$ cat src/rtl/hazard_scoreboard.sv
// Decode issue controller: per-register pending-write scoreboard producing stalls, bubbles and flushes.
// Optional same-cycle writeback-to-decode bypass enabled by defining HAZARD_WB_BYPASS_EN.
module hazard_scoreboard #(
    parameter int  NUM_REG = 32,
    localparam int RegBits = $clog2(NUM_REG)
) (
    input  logic               clk,
    input  logic               reset,
    input  logic               id_valid_in,
    input  logic [RegBits-1:0] rs1_in,
    input  logic [RegBits-1:0] rs2_in,
    input  logic               rs1_used_in,
    input  logic               rs2_used_in,
    input  logic [RegBits-1:0] rd_in,
    input  logic               rd_write_in,
    input  logic               wb_valid_in,
    input  logic [RegBits-1:0] wb_rd_in,
    input  logic               mem_stall_in,
    input  logic               branch_taken_in,
    output logic               stall_fetch,
    output logic               stall_decode,
    output logic               bubble_execute,
    output logic               flush_decode,
    output logic               fwd_rs1,
    output logic               fwd_rs2,
    output logic [RegBits:0]   pending_count
);
    typedef enum logic {RUN, MEMWAIT} state_e;

    state_e             state_q, state_d;
    logic [NUM_REG-1:0] pend_q, pend_d;
    logic [RegBits:0]   pending_count_q, pending_count_d;
    logic               byp1, byp2, raw, waw, hazard, issue, set_en, clr_en, inc, dec;

    always_comb begin
`ifdef HAZARD_WB_BYPASS_EN
        byp1 = wb_valid_in & (wb_rd_in == rs1_in);
        byp2 = wb_valid_in & (wb_rd_in == rs2_in);
`else
        byp1 = 1'b0;
        byp2 = 1'b0;
`endif
        raw = id_valid_in &
              ((rs1_used_in & (rs1_in != '0) & pend_q[rs1_in] & ~byp1) |
               (rs2_used_in & (rs2_in != '0) & pend_q[rs2_in] & ~byp2));
        // A writeback retiring the same destination this cycle resolves the WAW.
        waw = id_valid_in & rd_write_in & (rd_in != '0) & pend_q[rd_in] &
              ~(wb_valid_in & (wb_rd_in == rd_in));
        hazard = raw | waw;
        issue  = id_valid_in & ~hazard & ~mem_stall_in & ~branch_taken_in;
        set_en = issue & rd_write_in & (rd_in != '0);
        clr_en = wb_valid_in & (wb_rd_in != '0);

        pend_d = pend_q;
        if (clr_en) pend_d[wb_rd_in] = 1'b0;
        if (set_en) pend_d[rd_in] = 1'b1;
        pend_d[0] = 1'b0;

        // Count only real bit transitions so the counter always equals popcount(pend).
        inc = set_en & ~pend_q[rd_in];
        dec = clr_en & pend_q[wb_rd_in] & ~(set_en & (wb_rd_in == rd_in));
        pending_count_d = pending_count_q + (RegBits+1)'(inc) - (RegBits+1)'(dec);

        state_d = state_q;
        case (state_q)
            RUN:     if (mem_stall_in) state_d = MEMWAIT;
            MEMWAIT: if (!mem_stall_in) state_d = RUN;
            default: state_d = RUN;
        endcase
    end

    always_comb begin
        stall_fetch    = 1'b0;
        stall_decode   = 1'b0;
        bubble_execute = 1'b0;
        flush_decode   = 1'b0;
        fwd_rs1        = 1'b0;
        fwd_rs2        = 1'b0;
        pending_count  = '0;
        if (reset) begin
            pending_count = pending_count_q;
            if (mem_stall_in) begin
                stall_fetch  = 1'b1;
                stall_decode = 1'b1;
            end else if (branch_taken_in) begin
                flush_decode   = 1'b1;
                bubble_execute = 1'b1;
            end else if (hazard) begin
                stall_fetch    = 1'b1;
                stall_decode   = 1'b1;
                bubble_execute = 1'b1;
            end
`ifdef HAZARD_WB_BYPASS_EN
            fwd_rs1 = rs1_used_in & byp1 & (rs1_in != '0);
            fwd_rs2 = rs2_used_in & byp2 & (rs2_in != '0);
`endif
        end
    end

    always_ff @(posedge clk) begin
        if (!reset) begin
            state_q         <= RUN;
            pend_q          <= '0;
            pending_count_q <= '0;
        end else begin
            state_q         <= state_d;
            pend_q          <= pend_d;
            pending_count_q <= pending_count_d;
        end
    end
endmodule
$ cat config.mk
export PLATFORM = sky130hd
export DESIGN_NAME = hazard_scoreboard
export DESIGN_NICKNAME = d
export VERILOG_FILES = /design/src/rtl/hazard_scoreboard.sv
export SDC_FILE = /design/constraint.sdc
export NUM_CORES = 1
export LEC_CHECK = 0
export CORE_MARGIN = 1.5
export CORE_UTILIZATION = 51
export CTS_CLUSTER_DIAMETER = 50
export DETAILED_ROUTE_END_ITERATION = 10
export PLACE_DENSITY = 0.74
export SYNTH_ARGS = -nofsm -noshare
export SYNTH_HDL_FRONTEND = slang
export SYNTH_SLANG_ARGS = --single-unit
$ cat constraint.sdc
create_clock -name clk -period 7.7 [get_ports clk]
set_clock_uncertainty 0.2 [all_clocks]
set_input_delay 2.31 -clock clk [delete_from_list [all_inputs] [get_ports clk]]
set_output_delay 2.31 -clock clk [all_outputs]
set_load 0.02 [all_outputs]
==> run_results.csv <==
group,metric,value,unit
power,p_per_area,124.7,mW/mm²
global_route,grt.total_usage,30.26,%
yosys,synthCells,361,
finish,final_nets,434,
timing,tightest_slew,796.7,ps
yosys,yosys.area.top_type,"dfxtp_1",
yosys,synthFlopType,"dfxtp_1",
yosys,synth-compound-area-share,25.11,%
route,wl,9602,µm
setup_path,cp-start-kind,"input port",
route,first_pass_iters,6,
placement,dp_hpwl,7000,µm
setup_path,cp-end-kind,"primary output",
timing,slew_headroom,46.69,%
clock_tree,cts_tree,"yes",
finish,multi_input_area,0.002258,mm²
yosys,synthXorXnorAreaFrac,2.712,%
global_route,grt_pass1_vias,2977,
route,drt-initial-drc-count,279,
yosys,ys_seq_elements,37,
timing,setup-violations-final,0,
clock_tree,clock_latency,300,ps
run_status,status,"finished clean",
yosys,synth_top_cell_area_share,22.94,%
floorplan,die-area,0.006819,mm²
setup_path,crit_arrival,5030,ps
route,vias_per_cell,6.736,
setup_path,worst-path-max-fanout,5,
timing,hold_viol,0,
yosys,synthTopCellsByArea,"dfxtp_1 23%, mux4_2 15%, o21ai_2 8.1%, o211ai_1 7.2%, nand2_1 5.1%",
floorplan,core-area,0.006026,mm²
power,p_total,0.4793,mW
setup_path,critical_path_required,5190,ps
clock_tree,htree_levels,2,
yosys,netlist-cell-type-count,59,
power,p_leak,1.343,nW
global_route,grt_pass1_wl,14950,µm
floorplan,die_w,82.58,µm
clock_tree,numCtsBuffers,5,
floorplan,die_h,82.58,µm
timing,fmax,0.1326,GHz
timing,fin_crit_sh,97.94,%
clock_tree,hold_buffers,0,
clock_tree,root_buffer,"clkbuf_8",
yosys,synth-edff-count,0,
route,drc_errors,0,
timing,grt_setup_unrepaired,"no",
floorplan,initial_core_util,53.59,%
yosys,synth_area,0.003229,mm²
placement,gp_congestion,0.9227,
timing,min_period,7541,ps
route,wl_per_cell,20.26,µm
global_route,grt-ovfl-total,0,
route,via_count,3193,
setup_path,critPathKind,"in -> out",
floorplan,row_count,28,
global_route,grt_max_degree,35,
placement,place.port_buffers,38,
yosys,avgSynthCellArea,8.946,µm²
clock_tree,path_clk_slew,80,ps
yosys,muxShareOfSynthArea,22.05,%
clock_tree,clkSinkCount,37,
finish,diodes,0,
yosys,synthSimpleGateAreaFrac,16.89,%
timing,slew_viol_final,0,
placement,dp_slack,-62.94,ps
finish,syn_to_final_growth,18.99,%
clock_tree,clk_path_buf_depth,2,
yosys,yosysSeqAreaShare,22.94,%
floorplan,ios,41,
yosys,synthArstFlopShare,0,%
clock_tree,cts_setup_buffers,0,
finish,fill_cells,512,
yosys,yosysWarnings,0,
finish,final_util,63.77,%
yosys,synth-adder-area-share,2.945,%
finish,drive_gt1_share,23.56,%
yosys,yosysMostFrequentCell,"nand2_1",
route,postRouteAntennaNets,0,
global_route,grt_antenna_before_repair,0,
power,irDropWorstVdd,88.96,µV
job,cap_violations,0,
timing,worst_slack,158.8,ps
worst_hold_path,min_path_type,"reg -> reg",
finish,seqCellArea,740.7,µm²
yosys,synth_commonest_cells,"44 x nand2_1, 37 x dfxtp_1, 31 x nor2_1, 31 x o211ai_1, 30 x o21ai_2",
yosys,synth_top_family_by_area,"compound AO/OA/AOI/OAI gates",
-- placed cells by master (no fill, tap or decap), types with 3 or more instances in the layout --
| cell type | instances |
|---|---|
| o22ai_1 | 3 |
| and2_1 | 5 |
| buf_4 | 22 |
| inv_1 | 17 |
| dlygate4sd2_1 | 3 |
| nor3_1 | 4 |
| ha_1 | 6 |
| clkdlybuf4s50_1 | 35 |
| nor2_1 | 31 |
| dfxtp_1 | 37 |
| o211ai_1 | 31 |
| nand2b_1 | 5 |
| o21ai_2 | 30 |
| mux2i_1 | 13 |
| nand3b_1 | 6 |
| xor2_1 | 4 |
| nand3_1 | 6 |
| mux4_2 | 21 |
| clkbuf_8 | 6 |
| a311oi_1 | 3 |
| xnor2_1 | 6 |
| nor2b_1 | 3 |
| nand2_1 | 44 |
| a21oi_1 | 5 |
| mux2_2 | 5 |
-- what timing repair did --
action / 4_1_cts / 5_1_grt
endpoints found under the hold margin: 0 / 0
gates resized for setup: 3 / 0
endpoints found under the setup margin: 3 / 0
-- report_power, final --
part / total [mW] / internal [mW] / leakage, nW / switching [mW]
clock network: 0.181 / 0.105 / 0.0574 / 0.0759
registers: 0.195 / 0.194 / 0.298 / 0.00174
logic: 0.103 / 0.0457 / 0.988 / 0.0568
total: 0.479 / 0.345 / 1.34 / 0.134
-- metrics by stage --
step | TNS, ps | std cells | instance area, µm² | hold WS [ps]
CTS | 0 | 474 | 3842 | 363.2
floorplan | 0 | 362 | 3233 | 299.0
detailed placement | -180.0 | 466 | 3726 | 352.8
global placement | -13.46 | 466 | 3726 | 349.1
finish | 0 | 474 | 3842 | 369.7
global route | 0 | 474 | 3842 | 388.5
-- sequential cells by signal (all words and copies together), names as in the netlist --
signal           count
pend_q              31
pending_count_q      6
-- path summary, 6_finish.rpt --
check | start | endpoint | slack, ps | cells past startpoint
worst min-delay path | pend_q[29] | pend_q[29] | 370 | 2
worst max-delay path | rs2_in[0] | bubble_execute | 160 | 8
worst min register to register | pend_q[29] | pend_q[29] | 370 | 2
worst max register to register | pend_q[27] | pending_count_q[4] | 3750 | 15
-- layout make-up --
cell class	instances	share of cell area (%)
sequential	37	19.28
multi-input combinational	275	58.78
timing repair buffer	61	14.62
inverter	18	1.758
tap	75	2.442
clock inverter	2	0.9769
clock buffer	6	2.149
-- logic make-up (layout without fill, tap and decap cells) --
group,Yosys count,count (layout)
simple gates,116,116
mux,41,41
fa+ha+maj,7,7
compound gates,99,99
buf+inv,50,87
xor+xnor,10,10
flops,37,37
other cells,1,2
-- worst max-delay path, cell delays in order --
cell and delay, ps:
clkdlybuf4s50_1 600, mux4_2 520, a32o_1 280, or4b_4 490
o311ai_2 110, o21a_1 260, a311oi_1 130, dlygate4sd2_1 340
-- per-layer routing --
layer	track usage [%]	routed length, µm	up-vias
li1	-	-	1433
met1	38.96	3884	1548
met2	49.92	4549	186
met3	6.154	939	26
met4	11.33	229	0
met5	0	0	-
No activity file was read; power rests on OpenSTA's default activity.
==> edit 1, RTL diff (same flow settings) <==
Set the parameter `NUM_REG` to 64 (it was 32).
--- a/src/rtl/hazard_scoreboard.sv
+++ b/src/rtl/hazard_scoreboard.sv
@@ -1,7 +1,7 @@
 // Decode issue controller: per-register pending-write scoreboard producing stalls, bubbles and flushes.
 // Optional same-cycle writeback-to-decode bypass enabled by defining HAZARD_WB_BYPASS_EN.
 module hazard_scoreboard #(
-    parameter int  NUM_REG = 32,
+    parameter int  NUM_REG = 64,
     localparam int RegBits = $clog2(NUM_REG)
 ) (
     input  logic               clk,
Interface: changed (5 resized); port bits go from 41 to 46. The function was not compared with the original's and may differ.
==> edit 1 against the original RTL <==
Final cell count is 80% higher. Wire length is 110% higher. Critical path depth is 3 higher. Cell area is 76% higher. Area after synthesis is 76% higher. Combinational power grew to 2.7 times the old value. Sequential cell count is 33 higher. Critical path type unchanged. Largest cell class unchanged. Worst setup slack worse by 0.041 ns. Total power is 120% higher.
==> edit 1: results <==
[place]
place_congestion = 1.097
dpl.hpwl_mm = 14.41
pre_cts_slack_ns = -0.1492
numPortBuffers = 43
dp_cells = 838
place_area_um2 = 6487

[run_status]
status = "complete, no violations"

[synth]
synth_common_cells = "88 x nand2_1, 70 x dfxtp_1, 67 x o211ai_1"
synth_xor_area_frac = 0.01853
synthAdderAreaFrac = 0.01898
synth_compound_area_frac = 0.2538
yosysUniqueCellTypes = 65
synth_area_leaders = "dfxtp_1 25%, mux4_2 15%, o211ai_1 8.9%"
yosys_warnings = 0
synth_cells = 661
muxShareOfSynthArea = 0.2321
ys_seq_area_frac = 0.2471

[clocking]
clkLatencyLatePin_ns = 0.37
numCtsBuffers = 9
cts_max_level = 3
post_cts_resized = 5
path_clk_slew_ns = 0.07

[power]
peakVddDrop_v = 0.0001782
p_leak_uw = 0.002334

[hold_path]
hold_class = "flop to flop"
hp-start = "pend_q[61]"
min_to = "pend_q[61]"

[grt]
busiest_layer = "met2"
use_met3 = 0.08981
track_usage = 0.3652
met1_usage = 0.5051
grt_pass1_vias = 5582
grt_max_degree = 52
grt_pass1_wl_mm = 31.83
use_met2 = 0.5243

[setup_path]
r2r-start = "pend_q[5]"
ff2ff_setup_slack_ns = 3.32
r2r_end = "pending_count_q[6]"
arrival_ns = 5.07
crit_fanout = 17
reg2reg_depth = 16

[detailed_routing]
firstDrtPassIters = 7
wl_met1_mm = 8.169
met2WireLength_mm = 8.669
met3_length_mm = 2.525
drt-total-wl_mm = 20.45
drtIter0Drc = 698
vias = 5921
wire_per_inst_um = 23.95

[layout]
drive_gt1_frac = 0.1779
antenna_cells = 0
reg_top3 = "pend_q: 63 flops, pending_count_q: 7 flops"
nNetsFinal = 750

[sta]
finalHoldViolCount = 0
holdWs_ns = 0.3566
worstMarginPinSlew_ns = 1.167
## edit 1: cell count changes after synthesis, sizes merged, moves of 6 or more
cell | before | now
buf | 13 | 33
nor2b | 3 | 12
o21ai | 33 | 80
dfxtp | 37 | 70
o211ai | 31 | 68
and3 | 2 | 8
mux2 | 5 | 16
clkbuf | 19 | 28
and2 | 5 | 17
nor2 | 31 | 19
mux2i | 13 | 28
nand2 | 44 | 88
mux4 | 23 | 38
## edit 1: kinds of logic after synthesis
kind of cell	Yosys count
xor+xnor	12
mux	82
other cells	1
compound gates	215
flops	70
fa+ha+maj	8
buf+inv	79
simple gates	194
## edit 1: cell type report
type | count | area, um^2
fillers | 935 | 4086
multi-input cells | 513 | 3950
flip-flops and latches | 70 | 1401
repair buffers | 97 | 903.4
well taps | 140 | 175.2
clock buffers | 11 | 151.4
clock inverters | 5 | 105.1
inverters | 18 | 67.56
## edit 1: worst max path at each step
stage                   to  startpoint  slack, ns  depth (start not counted)
6_report       stall_fetch    rd_in[2]       0.12                         11
5_1_grt        stall_fetch   rs1_in[1]      0.007                          9
4_1_cts        stall_fetch   rs1_in[0]       0.14                         10
3_5_place_dp   stall_fetch   rs1_in[0]      -0.15                         10
3_3_place_gp   stall_fetch   rs1_in[0]      -0.11                         10
2_1_floorplan  stall_fetch    rd_in[1]       0.44                         11
## edit 1: worst max-delay path: stages
cell,delay (ns)
clkdlybuf4s50_1,0.51
buf_12,0.17
mux2_1,0.35
a221o_1,0.31
a221oi_1,0.29
nor3_1,0.09
buf_4,0.15
nor4_4,0.17
o311a_1,0.26
o21ai_0,0.13
dlygate4sd2_1,0.34
## edit 1: power breakdown
group          internal (uW)  leakage, uW  switching [uW]
Sequential               374     0.000565            8.20
Combinational            131      0.00165             152
Clock                    233     0.000122             153
==> edit 2, RTL diff (config.mk and constraints unchanged) <==
Without the edit above. Put a register stage on the output `pending_count`, with the module's reset. The value now appears one clock later. The other outputs are not delayed to match.
--- a/src/rtl/hazard_scoreboard.sv
+++ b/src/rtl/hazard_scoreboard.sv
@@ -26,6 +26,8 @@
     output logic [RegBits:0]   pending_count
 );
     typedef enum logic {RUN, MEMWAIT} state_e;
+
+    logic [RegBits:0] pending_count_c;
 
     state_e             state_q, state_d;
     logic [NUM_REG-1:0] pend_q, pend_d;
@@ -76,9 +78,9 @@
         flush_decode   = 1'b0;
         fwd_rs1        = 1'b0;
         fwd_rs2        = 1'b0;
-        pending_count  = '0;
+        pending_count_c = '0;
         if (reset) begin
-            pending_count = pending_count_q;
+            pending_count_c = pending_count_q;
             if (mem_stall_in) begin
                 stall_fetch  = 1'b1;
                 stall_decode = 1'b1;
@@ -108,4 +110,12 @@
             pending_count_q <= pending_count_d;
         end
     end
+    always_ff @(posedge clk) begin
+        if (!reset) begin
+            pending_count <= '0;
+        end else begin
+            pending_count <= pending_count_c;
+        end
+    end
+
 endmodule
Behaviour: not the same (Yosys sat finds a counterexample within 4 cycles, from zero or initial values and one cycle with reset low).
==> edit 2 against the original RTL <==
The flow now finishes with violations (DRC). Final cell count rose by 4.9%. First-iteration DRC count rose by 24%. Combinational power rose by 17%. Worst setup slack got worse by 0.087 ns. Worst hold slack got worse by 0.078 ns. Clock power fell by 16%. Cell area rose by 3.5%. Sequential cell count rose by 6. Total power rose by 4.8%. Wire length rose by 7.0%. Area after synthesis rose by 7.9%. Via count rose by 6.7%. Critical endpoint is now stall_fetch. Largest cell class unchanged.
==> edit 2: results <==
[run_status]
status = "complete, but fails checks"
violations = "DRC"

[detailed_routing]
wire_per_inst_um = 20.68
wl_met1_mm = 4.200
met3_length_um = 949
vias = 3406
drtIter0Drc = 346
drc = 4
met2WireLength_mm = 4.844

[power]
p_leak_uw = 0.001393
peakVddDrop_v = 0.0001054
p_int_uw = 341.5

[place]
dpl.hpwl_mm = 7.321
place_area_um2 = 3885
place_congestion = 1.001
dp_cells = 489
pre_cts_slack_ns = 0.1144

[grt]
track_usage = 0.2875
grt_pass1_vias = 3297
grt_pass1_wl_mm = 16.50
use_met2 = 0.4739

[setup_path]
arrival_ns = 5.12
crit_fanout = 7
reg2reg_depth = 16

[layout]
final_cells = 497
nNetsFinal = 455
drive_gt1_frac = 0.1476
reg_top3 = "pend_q: 31 flops, pending_count: 6 flops, pending_count_q: 6 flops"
n_fill_cell = 597

[synth]
avgSynthCellArea_um2 = 8.886
ys_seq_area_frac = 0.2471
synth_common_cells = "43 x dfxtp_1, 34 x nand3_1, 33 x o211ai_1"
synth_area_leaders = "dfxtp_1 25%, mux4_2 9.7%, mux2i_1 8.3%"

[hold_path]
whs_path_depth = 1

[sta]
worstMarginPinSlew_ns = 0.8070
==> edit 2: worst max-delay path, stage by stage <==
cell and delay, ns:
clkdlybuf4s50_1 0.63, mux2_2 0.37, a221oi_1 0.34, or4_1 0.17
nand4_1 0.10, a32o_2 0.30, a221o_1 0.34, clkdlybuf4s50_1 0.55
==> edit 2: cell type report <==
type | instances | area (um^2) | share of cell area
multi-input combinational | 296 | 2346 | 0.5896
clock inverter | 3 | 23.77 | 0.005975
timing repair buffer | 57 | 523.0 | 0.1314
sequential | 43 | 860.8 | 0.2164
clock buffer | 5 | 68.82 | 0.01730
tap | 77 | 96.34 | 0.02421
inverter | 16 | 60.06 | 0.01509
==> edit 2: worst paths after layout <==
| path | endpoint | slack [ns] | start |
|---|---|---|---|
| max | stall_fetch | 0.07 | rs1_in[1] |
| min | pending_count[5] | 0.29 | pending_count_q[5] |
| max reg2reg | pending_count_q[5] | 3.60 | pend_q[10] |
| min reg2reg | pending_count[5] | 0.29 | pending_count_q[5] |
==> edit 2: repair_timing <==
| item | CTS | global route |
|---|---|---|
| hold buffers | 0 | 0 |
| gates resized for setup | 0 | 1 |
| endpoints found under the setup margin | 0 | 3 |
==> edit 2: power groups by stage <==
stage / registers [uW] / clock network (uW) / logic, uW
after floorplan: 235 / 0 / 78.8
after global placement: 234 / 0 / 118
after detailed placement: 234 / 0 / 119
after CTS: 229 / 153 / 119
after global routing: 229 / 162 / 130
final: 229 / 152 / 121
==> edit 2: kinds of logic after synthesis <==
group	count (synthesis)	synth area share
AND/OR/NAND/NOR	130	0.2033
AO/OA/AOI/OAI	99	0.2213
buffers and inverters	54	0.08154
multiplexers	48	0.1932
flip-flops	43	0.2471
XOR/XNOR	10	0.02515
adder cells (fa/ha/maj)	7	0.02730
other	1	0.001077
